[src/rtl/mem_arbiter_if.sv]
// Handshake bundle between the fetch/data requesters, the arbiter and the memory port.
// The arbiter uses the slave view; the requester/memory side uses the master view.
interface mem_arbiter_if;
   logic        i_req;
   logic [31:0] i_addr;
   logic        i_kill;
   logic        i_ack;
   logic [31:0] i_rdata;

   logic        d_req;
   logic        d_we;
   logic [31:0] d_addr;
   logic [31:0] d_wdata;
   logic [3:0]  d_be;
   logic        d_ack;
   logic [31:0] d_rdata;

   logic        m_req;
   logic        m_we;
   logic [31:0] m_addr;
   logic [31:0] m_wdata;
   logic [3:0]  m_be;
   logic        m_ready;
   logic [31:0] m_rdata;

   logic        busy;

   modport slave (
      input  i_req, i_addr, i_kill,
      output i_ack, i_rdata,
      input  d_req, d_we, d_addr, d_wdata, d_be,
      output d_ack, d_rdata,
      output m_req, m_we, m_addr, m_wdata, m_be,
      input  m_ready, m_rdata,
      output busy
   );

   modport master (
      output i_req, i_addr, i_kill,
      input  i_ack, i_rdata,
      output d_req, d_we, d_addr, d_wdata, d_be,
      input  d_ack, d_rdata,
      input  m_req, m_we, m_addr, m_wdata, m_be,
      output m_ready, m_rdata,
      input  busy
   );
endinterface

[src/rtl/mem_arbiter.sv]
// Two-port (fetch/data) arbiter onto a single memory port, data-priority with
// bounded fetch starvation and fetch cancellation on pipeline redirect.
//
// state  | meaning
// IDLE   | sampling d_req/i_req, grant registers the winner onto m_*
// BUSY_I | fetch in flight on memory, waiting for m_ready
// BUSY_D | load/store in flight on memory, waiting for m_ready
// RESP   | one-cycle response: ack pulse for the completed requester
module mem_arbiter #(
   parameter int STARVE_MAX = 4
) (
   input  logic            clk,
   input  logic            rst,
   mem_arbiter_if.slave    bus
);

   typedef enum logic [1:0] {IDLE, BUSY_I, BUSY_D, RESP} state_t;

   localparam logic [3:0] STARVE_LIM = 4'(STARVE_MAX);

   state_t     state;
   state_t     state_nxt;
   logic [3:0] starve_cnt;
   logic       kill_q;
   logic       resp_i;
   logic       grant_i;
   logic       grant_d;
   logic       fetch_dead;

   always_comb begin
      grant_i = (state == IDLE) && bus.i_req &&
                ((starve_cnt == STARVE_LIM) || !bus.d_req);
      grant_d = (state == IDLE) && bus.d_req && !grant_i;
   end

   always_ff @(posedge clk or posedge rst) begin
      if (rst) state <= IDLE;
      else     state <= state_nxt;
   end

   always_comb begin
      state_nxt = state;
      case (state)
         IDLE: begin
            if (grant_i)      state_nxt = BUSY_I;
            else if (grant_d) state_nxt = BUSY_D;
         end
         BUSY_I: if (bus.m_ready) state_nxt = RESP;
         BUSY_D: if (bus.m_ready) state_nxt = RESP;
         RESP:   state_nxt = IDLE;
         default: state_nxt = IDLE;
      endcase
   end

   always_comb begin
      bus.m_req = (state == BUSY_I) || (state == BUSY_D);
      bus.busy  = (state != IDLE);
      bus.i_ack = (state == RESP) && resp_i && !kill_q && !bus.i_kill;
      bus.d_ack = (state == RESP) && !resp_i;
   end

   // A redirect seen in the completing cycle counts as well as one latched earlier.
   assign fetch_dead = kill_q || bus.i_kill;

   always_ff @(posedge clk or posedge rst) begin
      if (rst) begin
         bus.m_we    <= 1'b0;
         bus.m_addr  <= 32'h0;
         bus.m_wdata <= 32'h0;
         bus.m_be    <= 4'h0;
         bus.i_rdata <= 32'h0;
         bus.d_rdata <= 32'h0;
         starve_cnt  <= 4'd0;
         kill_q      <= 1'b0;
         resp_i      <= 1'b0;
      end else begin
         if (grant_i) begin
            bus.m_addr  <= bus.i_addr;
            bus.m_we    <= 1'b0;
            bus.m_wdata <= 32'h0;
            bus.m_be    <= 4'b1111;
            resp_i      <= 1'b1;
         end else if (grant_d) begin
            bus.m_addr  <= bus.d_addr;
            bus.m_we    <= bus.d_we;
            bus.m_wdata <= bus.d_wdata;
            bus.m_be    <= bus.d_be;
            resp_i      <= 1'b0;
         end

         if (state == IDLE) begin
            if (grant_i || !bus.i_req)
               starve_cnt <= 4'd0;
            else if (grant_d && (starve_cnt < STARVE_LIM))
               starve_cnt <= starve_cnt + 4'd1;
         end

         if ((state == BUSY_I) && bus.i_kill) kill_q <= 1'b1;
         else if (state == RESP)              kill_q <= 1'b0;

         if ((state == BUSY_I) && bus.m_ready && !fetch_dead)
            bus.i_rdata <= bus.m_rdata;
         if ((state == BUSY_D) && bus.m_ready && !bus.m_we)
            bus.d_rdata <= bus.m_rdata;
      end
   end

endmodule
[src/flat_wrapper.sv]
// flat-port wrapper written by rule: the top's interface ports become plain ports
module mem_arbiter_flat 
#(
   parameter int STARVE_MAX = 4
)
  (clk, rst, bus_i_req, bus_i_addr, bus_i_kill, bus_i_ack, bus_i_rdata, bus_d_req, bus_d_we, bus_d_addr, bus_d_wdata, bus_d_be, bus_d_ack, bus_d_rdata, bus_m_req, bus_m_we, bus_m_addr, bus_m_wdata, bus_m_be, bus_m_ready, bus_m_rdata, bus_busy);
  mem_arbiter_if bus_i ();
  input  logic clk;
  input  logic rst;
  input wire logic [$bits(bus_i.i_req)-1:0] bus_i_req;
  input wire logic [$bits(bus_i.i_addr)-1:0] bus_i_addr;
  input wire logic [$bits(bus_i.i_kill)-1:0] bus_i_kill;
  output wire logic [$bits(bus_i.i_ack)-1:0] bus_i_ack;
  output wire logic [$bits(bus_i.i_rdata)-1:0] bus_i_rdata;
  input wire logic [$bits(bus_i.d_req)-1:0] bus_d_req;
  input wire logic [$bits(bus_i.d_we)-1:0] bus_d_we;
  input wire logic [$bits(bus_i.d_addr)-1:0] bus_d_addr;
  input wire logic [$bits(bus_i.d_wdata)-1:0] bus_d_wdata;
  input wire logic [$bits(bus_i.d_be)-1:0] bus_d_be;
  output wire logic [$bits(bus_i.d_ack)-1:0] bus_d_ack;
  output wire logic [$bits(bus_i.d_rdata)-1:0] bus_d_rdata;
  output wire logic [$bits(bus_i.m_req)-1:0] bus_m_req;
  output wire logic [$bits(bus_i.m_we)-1:0] bus_m_we;
  output wire logic [$bits(bus_i.m_addr)-1:0] bus_m_addr;
  output wire logic [$bits(bus_i.m_wdata)-1:0] bus_m_wdata;
  output wire logic [$bits(bus_i.m_be)-1:0] bus_m_be;
  input wire logic [$bits(bus_i.m_ready)-1:0] bus_m_ready;
  input wire logic [$bits(bus_i.m_rdata)-1:0] bus_m_rdata;
  output wire logic [$bits(bus_i.busy)-1:0] bus_busy;
  assign bus_i.i_req = bus_i_req;
  assign bus_i.i_addr = bus_i_addr;
  assign bus_i.i_kill = bus_i_kill;
  assign bus_i_ack = bus_i.i_ack;
  assign bus_i_rdata = bus_i.i_rdata;
  assign bus_i.d_req = bus_d_req;
  assign bus_i.d_we = bus_d_we;
  assign bus_i.d_addr = bus_d_addr;
  assign bus_i.d_wdata = bus_d_wdata;
  assign bus_i.d_be = bus_d_be;
  assign bus_d_ack = bus_i.d_ack;
  assign bus_d_rdata = bus_i.d_rdata;
  assign bus_m_req = bus_i.m_req;
  assign bus_m_we = bus_i.m_we;
  assign bus_m_addr = bus_i.m_addr;
  assign bus_m_wdata = bus_i.m_wdata;
  assign bus_m_be = bus_i.m_be;
  assign bus_i.m_ready = bus_m_ready;
  assign bus_i.m_rdata = bus_m_rdata;
  assign bus_busy = bus_i.busy;
  mem_arbiter #(.STARVE_MAX(STARVE_MAX)) u_core (.clk(clk), .rst(rst), .bus(bus_i));
endmodule
[config.mk]
export PLATFORM = sky130hd
export DESIGN_NAME = mem_arbiter_flat
export DESIGN_NICKNAME = d
export VERILOG_FILES = /design/src/rtl/mem_arbiter_if.sv /design/src/rtl/mem_arbiter.sv /design/src/flat_wrapper.sv
export SDC_FILE = /design/constraint.sdc
export NUM_CORES = 1
export LEC_CHECK = 0
export BUFFER_PORTS_ARGS = -buffer_cell sky130_fd_sc_hd__buf_2
export CORE_UTILIZATION = 34
export DETAILED_ROUTE_END_ITERATION = 7
export PLACE_DENSITY = 0.66
export SETUP_SLACK_MARGIN = 0.05
export SYNTH_ARGS = -nofsm -noshare
export SYNTH_HDL_FRONTEND = slang
export SYNTH_SLANG_ARGS = --single-unit
[constraint.sdc]
create_clock -name clk -period 3.95 [get_ports clk]
set_input_delay 0.395 -clock clk [delete_from_list [all_inputs] [get_ports clk]]
set_output_delay 0.395 -clock clk [all_outputs]
set_load 0.05 [all_outputs]
* Yosys cells after proc, flatten, opt, wreduce, memory -nomap -nowiden
Index checks and enable logic that the tools add are counted.
** Storage, ports and cells
- Register bits :: 141
- Input bits :: 139
- Logic and storage cells :: 70
** Operators by class
- Add/sub/neg operators :: 1
- $lt $le $gt $ge :: 1
- Eq/ne operators :: 6
- Muxes and demuxes :: 18
- Reductions and logical operators :: 34
** Operators with widths (number)
- 32-bit two-way mux :: 4
- 4-bit two-way mux :: 4
- 1-bit logical AND :: 14
- 1-bit zero test :: 8
- 2-bit nonzero test :: 4
- 1-bit two-way mux :: 6
- 2-bit two-way mux :: 3
- 2-bit case mux with 3 select lines :: 1
- 4-bit by 1-bit adder with 4-bit output (second input constant) :: 1
- 2-bit == test (second input constant) :: 2
- 4-bit by 3-bit == test with 1-bit output (second input constant) :: 1
- 1-bit logical OR :: 4
- 4-bit by 3-bit < comparator with 1-bit output (second input constant) :: 1
- 2-bit AND reduction :: 2
- 3-bit by 1-bit != test with 1-bit output (second input constant) :: 1
- 2-bit by 1-bit == test with 1-bit output (second input constant) :: 1
- 2-bit zero test :: 1
- 2-bit by 1-bit != test with 1-bit output (second input constant) :: 1
- 2-bit OR reduction :: 1

* Longest topological paths before layout
Gate-level depths: netlist of run 1.
- Depth after elaboration :: 8
- Mapped depth :: 7
- Gate-level depth less buffers :: 6

* Least setup slack after synthesis of run 1
OpenSTA, ideal clock, no wires.
- Kind :: register to register
- Start point :: reg u_core.state[0]
- End point :: reg u_core.state[0]
- Setup time :: 121 ps
- Data arrival time :: 1615 ps
- Required time :: 3829 ps
- Path slack :: 2214 ps
- Cell stages (with the launch flop) :: 7
- Buffers on the path :: 0
- Period minus slack after synthesis :: 1736 ps
- Path through :: dfrtp_1 > inv_1 > ha_1 > inv_1 > a2bb2oi_1 > o21ai_0 > o22a_1
** On the way
- Cells in the longest elaborated chain, start to end :: 7
- Elaborated cells on any way between the ends :: 15
- Classes of those cells :: 5 x eq/ne; 2 x mux; 8 x reduce/logical
** Ends and longest elaborated chain
- from (decl) :: line mem_arbiter.sv:21 : state_t state;
- from (signal assigned) :: line mem_arbiter.sv:38 : else state <= state_nxt;
- 2-bit zero test :: line mem_arbiter.sv:31, mem_arbiter.sv:33, mem_arbiter.sv:43
- 1-bit logical AND (2 in series) :: line mem_arbiter.sv:31 : grant_i = (state == IDLE) && bus.i_req &&
- 1-bit zero test :: line mem_arbiter.sv:33 : grant_d = (state == IDLE) && bus.d_req && !grant_i;
- 1-bit logical AND :: line mem_arbiter.sv:33
- 3-bit by 1-bit != test with 1-bit output (no source line)
- 2-bit AND reduction (no source line)
Parallel ways exist; a longest one is shown, timed or not.
A chain may end at the register's enable or synchronous reset.

* Worst setup path after layout of run 1
- Start point :: reg u_core.state[1]
- End point :: reg u_core.bus.m_wdata[10]
** On the way
- Cells in the longest elaborated chain, start to end :: 6
- Elaborated cells on any way between the ends :: 8
- Classes of those cells :: 1 x mux; 7 x reduce/logical
** Ends and longest elaborated chain
- 2-bit zero test * :: line mem_arbiter.sv:31, mem_arbiter.sv:33
- 1-bit logical AND (2 in series) :: line mem_arbiter.sv:31
- 1-bit zero test :: line mem_arbiter.sv:33
- 1-bit logical AND :: line mem_arbiter.sv:33
- 2-bit nonzero test (no source line)
- to (signal assigned) :: line mem_arbiter.sv:86 : bus.m_wdata <= bus.d_wdata;
- to (decl) :: line mem_arbiter_if.sv:33 : output m_req, m_we, m_addr, m_wdata, m_be,
Every way passes the cells marked *; elsewhere a longest branch is shown, timed or not.

==> results of run 1 <==
## metal layers
metal / up-vias / track usage / routed length [um]
met5: - / 0 / 0
met4: 0 / 0.0744 / 266
met3: 18 / 0.0529 / 1220
met2: 203 / 0.291 / 7220
met1: 2144 / 0.201 / 6060
li1: 2068 / - / -
## worst paths after layout
path	start	end	slack [ns]	depth (start not counted)
min in group clk	bus_d_addr[25]	u_core.bus.m_addr[25]$_DFFE_PP0P_	0.20	3
worst max-delay path	u_core.state[1]$_DFFE_PP0P_	u_core.bus.m_wdata[10]$_DFFE_PP0P_	1.81	5
worst min-delay path	rst	u_core.bus.d_rdata[9]$_DFFE_PP0P_	0.11	2
worst max register to register	u_core.state[1]$_DFFE_PP0P_	u_core.bus.m_wdata[10]$_DFFE_PP0P_	1.81	5
max in group asynchronous	rst	u_core.bus.m_wdata[29]$_DFFE_PP0P_	2.88	3
worst min register to register	u_core.bus.m_be[0]$_DFFE_PP0P_	u_core.bus.m_be[0]$_DFFE_PP0P_	0.46	2
## final cells by class
class,count,area (um^2),share of cell area
flip-flops and latches,141,3530,0.452
multi-input cells,241,1920,0.246
repair buffers,281,1430,0.184
clock buffers,22,484,0.0620
well taps,216,270,0.0346
clock inverters,9,134,0.0171
inverters,10,41.3,0.00528
## logic make-up (layout without fill, tap and decap cells)
family	after synthesis	count (layout)
AO/OA/AOI/OAI	84	84
adder cells (fa/ha/maj)	7	7
buffers and inverters	36	322
flip-flops	141	141
multiplexers	66	66
AND/OR/NAND/NOR	84	84
## flip-flops by register name, indices dropped and copies added, names as in the netlist
name and cells:
u_core.kill_q 1, u_core.bus.m_addr 32, u_core.bus.d_rdata 32, u_core.starve_cnt 4
u_core.bus.m_we 1, u_core.state 2, u_core.resp_i 1, u_core.bus.m_be 4
u_core.bus.m_wdata 32, u_core.bus.i_rdata 32
## cell usage in the layout (no fill, tap or decap), drive strengths merged, types with 7 or more instances in the layout
| cell | instances |
|---|---|
| buf | 281 |
| dfrtp | 141 |
| mux2 | 65 |
| nand2 | 39 |
| a22o | 34 |
| nand3 | 33 |
| a22oi | 32 |
| clkbuf | 22 |
| inv | 10 |
| o21ai | 8 |
| ha | 7 |
## through the flow
step,instances,hold slack [ns]
final,920,0.110
after global routing,920,0.163
after CTS,920,0.115
after detailed placement,889,0.455
after global placement,889,0.447
after floorplan,418,0.461
## critical path, cell delays in order, from the launching register on
cell and delay, ns:
dfrtp_1 0.40, inv_1 0.14, ha_1 0.37, nand2_1 0.21
a21oi_4 0.70, a22o_1 0.24
==> results.sh, run 1 <==
export IMPL_maxCapViolations=0
export IMPL_synth_common_cells="dfrtp_1 (141), nand2_1 (39), mux2_2 (35)"
export IMPL_crit_required_ns=4.29
export IMPL_path_max_fanout=33
export IMPL_die_w_um=131
export IMPL_yosysUniqueCellTypes=34
export IMPL_yosys_area_share_simple=0.0719
export IMPL_rsz0062_at_grt="false"
export IMPL_cts_max_path_buffers=2
export IMPL_drt_total_wl_mm=14.8
export IMPL_fmax_ghz=0.467
export IMPL_hold_violations=0
export IMPL_place_hpwl_mm=10.7
export IMPL_grt_pass1_wl_mm=22.2
export IMPL_start_util=0.351
export IMPL_place_congestion=0.752
export IMPL_numCtsBuffers=17
export IMPL_arrival_ns=2.48
export IMPL_clock_skew_ns=0.00796
export IMPL_dp_slack_ns=1.81
export IMPL_core_area_um2=16100
export IMPL_synth_xor_area_frac=0
export IMPL_grt_max_degree=70
export IMPL_synth_top_cell_by_area="dfrtp_1"
export IMPL_synth_cells=418
export IMPL_fin_crit_ns=2.14
export IMPL_relSlewSlack=0.425
export IMPL_yosysTopAreaCellShare=0.626
export IMPL_ys_seq_area_frac=0.626
export IMPL_worstSkewPairLatency_ns=0.41
export IMPL_synth_edff_count=0
export IMPL_final_cell_area_um2=7810
export IMPL_cts_tree="yes"
export IMPL_end_kind="flop"
export IMPL_die_y_um=131
export IMPL_yosysMostFrequentCell="dfrtp_1"
export IMPL_clockRootBuffer="clkbuf_16"
export IMPL_synth_area_um2=5640
export IMPL_post_route_period_util=0.542
export IMPL_postCtsHoldBufs=0
export IMPL_grt_pass1_vias=4372
export IMPL_fillers=1434
export IMPL_setup_tns_ns=0
export IMPL_htreeDepth=4
export IMPL_synth_async_reset_ratio=1.00
export IMPL_cts_sinks=141
export IMPL_synth_compound_area_frac=0.120
export IMPL_drtPass1Iterations=5
export IMPL_drc=0
export IMPL_worstMarginPinSlew_ns=0.860
export IMPL_drive_gt1_frac=0.507
export IMPL_synth_area_mux_share=0.132
export IMPL_worstSetupPathType="reg2reg"
export IMPL_synth_area_per_cell_um2=13.5
export IMPL_rows=46
export IMPL_antenna_cells=0
export IMPL_fin_util=0.487
export IMPL_vias=4433
export IMPL_wl_per_cell_um=16.1
export IMPL_areaGrowthSynthToFinish_pct=38.6
export IMPL_path_clk_slew_ns=0.06
export IMPL_synth_top_family_by_area="multiplexers"
export IMPL_ios=276
export IMPL_cts_setup_buffers=0
export IMPL_nets=838
export IMPL_postRouteAntennaNets=0
export IMPL_post_dp_cell_area_um2=7200
export IMPL_setup_viol=0
export IMPL_grtUsageTotal=0.172
export IMPL_yosys_top_cells_area="dfrtp_1 (63%), mux2_2 (7.0%), mux2_1 (6.0%)"
export IMPL_synthAdderAreaFrac=0.0155
export IMPL_viasPerCell=4.82
export IMPL_syn_num_nets=564
export IMPL_worst_slack_ns=1.81
export IMPL_port_buffers=275
export IMPL_overflow=0
export IMPL_synth_seq_cells=141
export IMPL_drt_iter0_markers=127
export IMPL_cts_repair_resize_count=0
export IMPL_hold_path_class="in2async"
export IMPL_synthFlopType="dfrtp_1"
export IMPL_status="complete, no violations"
export IMPL_grt_antenna_before_repair=0
export IMPL_start_kind="flop"
export IMPL_dieArea_um2=17100
export IMPL_synth_yosys_warnings=0
export IMPL_finalMaxSlewViolations=0
Power of run 1 is not shown: default switching activity piles up to over one toggle a cycle in this logic, so the estimate is an artifact.
==> run 2, diff against run 1 <==
Settings changed: PLACE_DENSITY 0.66 to 0.64.
Clock period 3.95 ns to 2 ns, I/O delays scaled along.
==> run 2 against run 1 <==
  * Die area stayed put
  * Critical path type is now reg2out
  * Routed wire length up 4.5%
  * Cell count up 7.2%
  * Critical path depth decreased by 2
  * Global-route usage up 0.91 points
==> results.sh, run 2 (synthesis results as in run 1) <==
export IMPL_status="complete, no violations"
export IMPL_grt_busiest_layer="met2"
export IMPL_final_cell_mix="buf_2 (275), dfrtp_1 (141), dlygate4sd3_1 (61)"
export IMPL_post_route_period_util=0.882
export IMPL_place_congestion=0.799
export IMPL_drt_total_wl_mm=15.4
export IMPL_clock_skew_ns=0.00839
export IMPL_relSlewSlack=0.682
export IMPL_ios=276
export IMPL_setup_tns_ns=0
export IMPL_grt_pass1_wl_mm=23.5
export IMPL_place_hpwl_mm=10.6
export IMPL_cpPeakStageDelay_ns=0.41
export IMPL_cts_sinks=141
export IMPL_overflow=0
export IMPL_grt_met3_usage=0.0635
export IMPL_grt_antenna_before_repair=1
export IMPL_worstSkewPairLatency_ns=0.41
export IMPL_drive_gt1_frac=0.466
export IMPL_start_util=0.351
export IMPL_vias=4790
export IMPL_grt_use_met1=0.208
export IMPL_drc=0
export IMPL_grtUsageTotal=0.181
export IMPL_clockRootBuffer="clkbuf_16"
export IMPL_die_w_um=131
export IMPL_crit_chain="inv_1, ha_2, buf_2"
export IMPL_arrival_ns=1.56
export IMPL_maxCapViolations=0
export IMPL_crit_slowest_cell="dfrtp_1"
export IMPL_path_clk_slew_ns=0.06
export IMPL_rsz0062_at_grt="false"
export IMPL_path_max_fanout=4
export IMPL_fmax_ghz=0.567
export IMPL_worstSetupPathType="reg2out"
export IMPL_drt_iter0_markers=167
export IMPL_rows=46
export IMPL_grt_max_degree=84
export IMPL_start_kind="flop"
export IMPL_fin_crit_ns=1.76
export IMPL_postRouteAntennaNets=0
export IMPL_hold_path_class="in2reg"
export IMPL_cts_tree="yes"
export IMPL_htreeDepth=4
export IMPL_core_area_um2=16100
export IMPL_cts_max_path_buffers=2
export IMPL_hold_violations=0
export IMPL_worstMarginPinSlew_ns=0.477
export IMPL_viasPerCell=4.86
export IMPL_port_buffers=275
export IMPL_end_kind="output pin"
export IMPL_layout_commonest_cell="buf_2"
export IMPL_grt_pass1_vias=4773
export IMPL_numCtsBuffers=17
export IMPL_setup_viol=0
export IMPL_crit_required_ns=1.80
export IMPL_met2_usage=0.308
export IMPL_drtPass1Iterations=4
export IMPL_wl_per_cell_um=15.7
export IMPL_finalMaxSlewViolations=0
export IMPL_die_y_um=131
export IMPL_nets=903
export IMPL_areaGrowthSynthToFinish_pct=50.4
export IMPL_dieArea_um2=17100
## run 2: worst max-delay path, delay by kind of cell, from the launching register on
kind / cells / cell delay [ns]
flip-flops: 1 / 0.41
buffers and inverters: 2 / 0.41
adder cells (fa/ha/maj): 1 / 0.35
## run 2: timing repair
item,CTS,global route
hold buffers,58,3
setup endpoints to repair,0,9
gates resized for setup,0,2
endpoints found under the hold margin,190,3
buffers inserted,0,0
## run 2: area by class of cell
cell class	instances	area, um^2
Multi-Input combinational cell	241	1930
Sequential cell	141	3530
Inverter	10	41.3
Antenna cell	1	2.50
Fill cell	1358	7570
Clock inverter	6	61.3
Clock buffer	25	485
Tap cell	216	270
Timing Repair Buffer	346	2160
## run 2: metrics by stage
step / hold slack [ns] / instances / utilization / setup WS [ns] / cell area, um^2
after floorplan: 0.321 / 418 / - / 0.0369 / 5640
after global placement: 0.333 / 893 / 0.455 / 0.292 / 7310
after detailed placement: 0.347 / 893 / 0.455 / 0.185 / 7310
after CTS: 0.0000623 / 982 / 0.526 / 0.121 / 8440
after global routing: 0.00319 / 986 / 0.528 / 0.132 / 8480
final: 0.0128 / 986 / 0.528 / 0.236 / 8480
## run 2: path summary, 6_finish.rpt
path | startpoint | end | slack (ns) | cells past startpoint
max reg2reg | u_core.state[0]$_DFFE_PP0P_ | u_core.bus.m_addr[16]$_DFFE_PP0P_ | 0.24 | 7
max | u_core.state[0]$_DFFE_PP0P_ | bus_m_req | 0.24 | 3
max in group asynchronous | rst | u_core.bus.m_wdata[15]$_DFFE_PP0P_ | 1.15 | 4
min in group asynchronous | rst | u_core.bus.d_rdata[18]$_DFFE_PP0P_ | 0.45 | 4
min reg2reg | u_core.bus.i_rdata[20]$_DFFE_PP0P_ | u_core.bus.i_rdata[20]$_DFFE_PP0P_ | 0.48 | 1
min | bus_i_addr[18] | u_core.bus.m_addr[18]$_DFFE_PP0P_ | 0.01 | 3
## run 2: metal layers
layer | wire [um] | up-vias
met3 | 1160 | 28
met1 | 6290 | 2362
li1 | - | 2197
met5 | 0 | -
met4 | 303 | 0
met2 | 7690 | 203
Power of run 2 is left out for the same reason.
==> run 3, diff against run 2 <==
--- a/config.mk
+++ b/config.mk
@@ -11,2 +11,3 @@
 export PLACE_DENSITY = 0.64
+export RECOVER_POWER = 100
 export SETUP_SLACK_MARGIN = 0.05
--- a/constraint.sdc
+++ b/constraint.sdc
@@ -3,2 +3,2 @@
 set_output_delay 0.2 -clock clk [all_outputs]
-set_load 0.05 [all_outputs]
+set_load 0.005 [all_outputs]
==> run 3 against run 2 <==
  * Critical path type is now reg2reg
  * Critical path depth is 4 higher
  * Clock skew is 0.00098 ns lower
  * Core utilization is 1.1 points lower
  * Global-route usage stayed put
  * Die area stayed put
  * Final area is 2.1% lower
  * Setup slack worse by 0.042 ns
  * Fmax is 2.3% lower
  * Routed wire length is 0.99% higher
  * Flip-flop and latch count stayed put
  * First-iteration DRC count stayed put
  * Via count is 0.69% higher
==> results.sh, run 3 (synthesis results as in run 1) <==
export IMPL_wl_per_cell_um=15.8
export IMPL_setup_tns_ns=0
export IMPL_numCtsBuffers=17
export IMPL_layout_commonest_cell="buf_2"
export IMPL_r2r_cells=7
export IMPL_end_kind="flop"
export IMPL_overflow=0
export IMPL_cts_sinks=141
export IMPL_cts_tree="yes"
export IMPL_postRouteAntennaNets=0
export IMPL_final_cell_mix="buf_2 (172), dfrtp_1 (141), clkbuf_1 (106)"
export IMPL_finalMaxSlewViolations=0
export IMPL_grt_pass1_wl_mm=23.5
export IMPL_hold_depth=3
export IMPL_fmax_ghz=0.554
export IMPL_drtPass1Iterations=5
export IMPL_setup_viol=0
export IMPL_rows=46
export IMPL_die_w_um=131
export IMPL_clock_skew_ns=0.00742
export IMPL_worstSetupPathType="reg2reg"
export IMPL_relSlewSlack=0.162
export IMPL_grt_antenna_before_repair=1
export IMPL_dieArea_um2=17100
export IMPL_place_hpwl_mm=10.6
export IMPL_hold_path_class="in2reg"
export IMPL_arrival_ns=2.15
export IMPL_status="complete, no violations"
export IMPL_grt_pass1_vias=4773
export IMPL_drc=0
export IMPL_viasPerCell=4.89
export IMPL_maxCapViolations=0
export IMPL_drt_iter0_markers=167
export IMPL_drive_gt1_frac=0.328
export IMPL_hold_end="u_core.bus.m_addr[6]$_DFFE_PP0P_"
export IMPL_areaGrowthSynthToFinish_pct=47.3
export IMPL_cts_max_path_buffers=2
export IMPL_r2r_start="u_core.state[0]$_DFFE_PP0P_"
export IMPL_start_util=0.351
export IMPL_die_y_um=131
export IMPL_r2r_slack_ns=0.19
export IMPL_fin_hold_ws_ns=0.0120
export IMPL_ios=276
export IMPL_hold_start="bus_d_addr[6]"
export IMPL_cellPowerDensity_nw_per_um2=1500
export IMPL_grtUsageTotal=0.181
export IMPL_fin_crit_ns=1.81
export IMPL_port_buffers=275
export IMPL_hold_violations=0
export IMPL_crit_required_ns=2.35
export IMPL_clockRootBuffer="clkbuf_16"
export IMPL_nets=903
export IMPL_worstSkewPairLatency_ns=0.41
export IMPL_rsz0062_at_grt="false"
export IMPL_post_route_period_util=0.903
export IMPL_vias=4823
export IMPL_place_congestion=0.799
export IMPL_total_power_mw=12.5
export IMPL_total_leakage_power_nw=3.97
export IMPL_path_clk_slew_ns=0.06
export IMPL_htreeDepth=4
export IMPL_start_kind="flop"
export IMPL_r2r_end="u_core.bus.m_addr[16]$_DFFE_PP0P_"
export IMPL_grt_max_degree=84
export IMPL_drt_total_wl_mm=15.6
export IMPL_path_max_fanout=21
export IMPL_worstMarginPinSlew_ns=1.26
export IMPL_core_area_um2=16100
export IMPL_vdd_drop_max_v=0.000742
[run 3: cell count changes in the layout (fill, tap and decap cells not counted)]
cell      delta
buf_2      -103
clkbuf_1   +101
buf_1        +3
buf_12       -3
clkbuf_4     +3
and2_0       +1
and2_1       -1
buf_4        -1
inv_1        +1
inv_2        -1
nor4b_1      +1
nor4b_2      -1
o21ai_0      +1
o21ai_1      -1
[run 3: cell type report]
cell class | instances | area [um^2]
Clock inverter | 6 | 61.3
Inverter | 10 | 41.3
Fill cell | 1419 | 7750
Tap cell | 216 | 270
Timing Repair Buffer | 346 | 1990
Sequential cell | 141 | 3530
Multi-Input combinational cell | 241 | 1930
Clock buffer | 25 | 485
Antenna cell | 1 | 2.50
[run 3: power breakdown]
group / switching, mW / internal (mW)
Combinational: 2.19 / 2.27
Sequential: 0.784 / 4.29
Clock: 1.12 / 1.80
[run 3: metal layers]
metal  global-route usage  part of all wire
met2                0.308              0.49
met1                0.208              0.41
met5                    0                 0
met4               0.0723             0.019
met3               0.0635             0.080
[run 3: how the worst max path moves through the flow]
stage	from	to	depth (start not counted)
2_1_floorplan	rst	u_core.bus.d_rdata[0]$_DFFE_PP0P_	1
3_3_place_gp	u_core.starve_cnt[0]$_DFFE_PP0P_	u_core.bus.m_addr[1]$_DFFE_PP0P_	7
3_5_place_dp	u_core.state[0]$_DFFE_PP0P_	u_core.bus.m_addr[13]$_DFFE_PP0P_	7
4_1_cts	u_core.state[0]$_DFFE_PP0P_	u_core.bus.m_addr[13]$_DFFE_PP0P_	7
5_1_grt	u_core.state[0]$_DFFE_PP0P_	u_core.bus.m_addr[0]$_DFFE_PP0P_	7
6_report	u_core.state[0]$_DFFE_PP0P_	u_core.bus.m_addr[16]$_DFFE_PP0P_	7
[run 3: worst max-delay path: stages, from the launching register on]
cell	delay [ns]
dfrtp_1	0.42
inv_1	0.13
ha_2	0.28
and2_0	0.27
o21a_4	0.28
buf_12	0.19
a22oi_1	0.09
nand2_1	0.08
[run 3: per-stage QoR]
stage | utilization | cells | setup slack [ns] | area [um^2]
6_report | 0.517 | 986 | 0.194 | 8310
5_1_grt | 0.517 | 986 | 0.0856 | 8310
4_1_cts | 0.526 | 982 | 0.177 | 8440
3_5_place_dp | 0.455 | 893 | 0.185 | 7310
3_3_place_gp | 0.455 | 893 | 0.292 | 7310
2_1_floorplan | - | 418 | 0.0369 | 5640
[run 3: what timing repair did]
action	4_1_cts	5_1_grt
endpoints found under the hold margin	190	3
endpoints found under the setup margin	0	8
resized for setup	0	2
hold buffers	58	3
buffers inserted	0	0
Note: power is estimated with default switching activity, not from simulation.
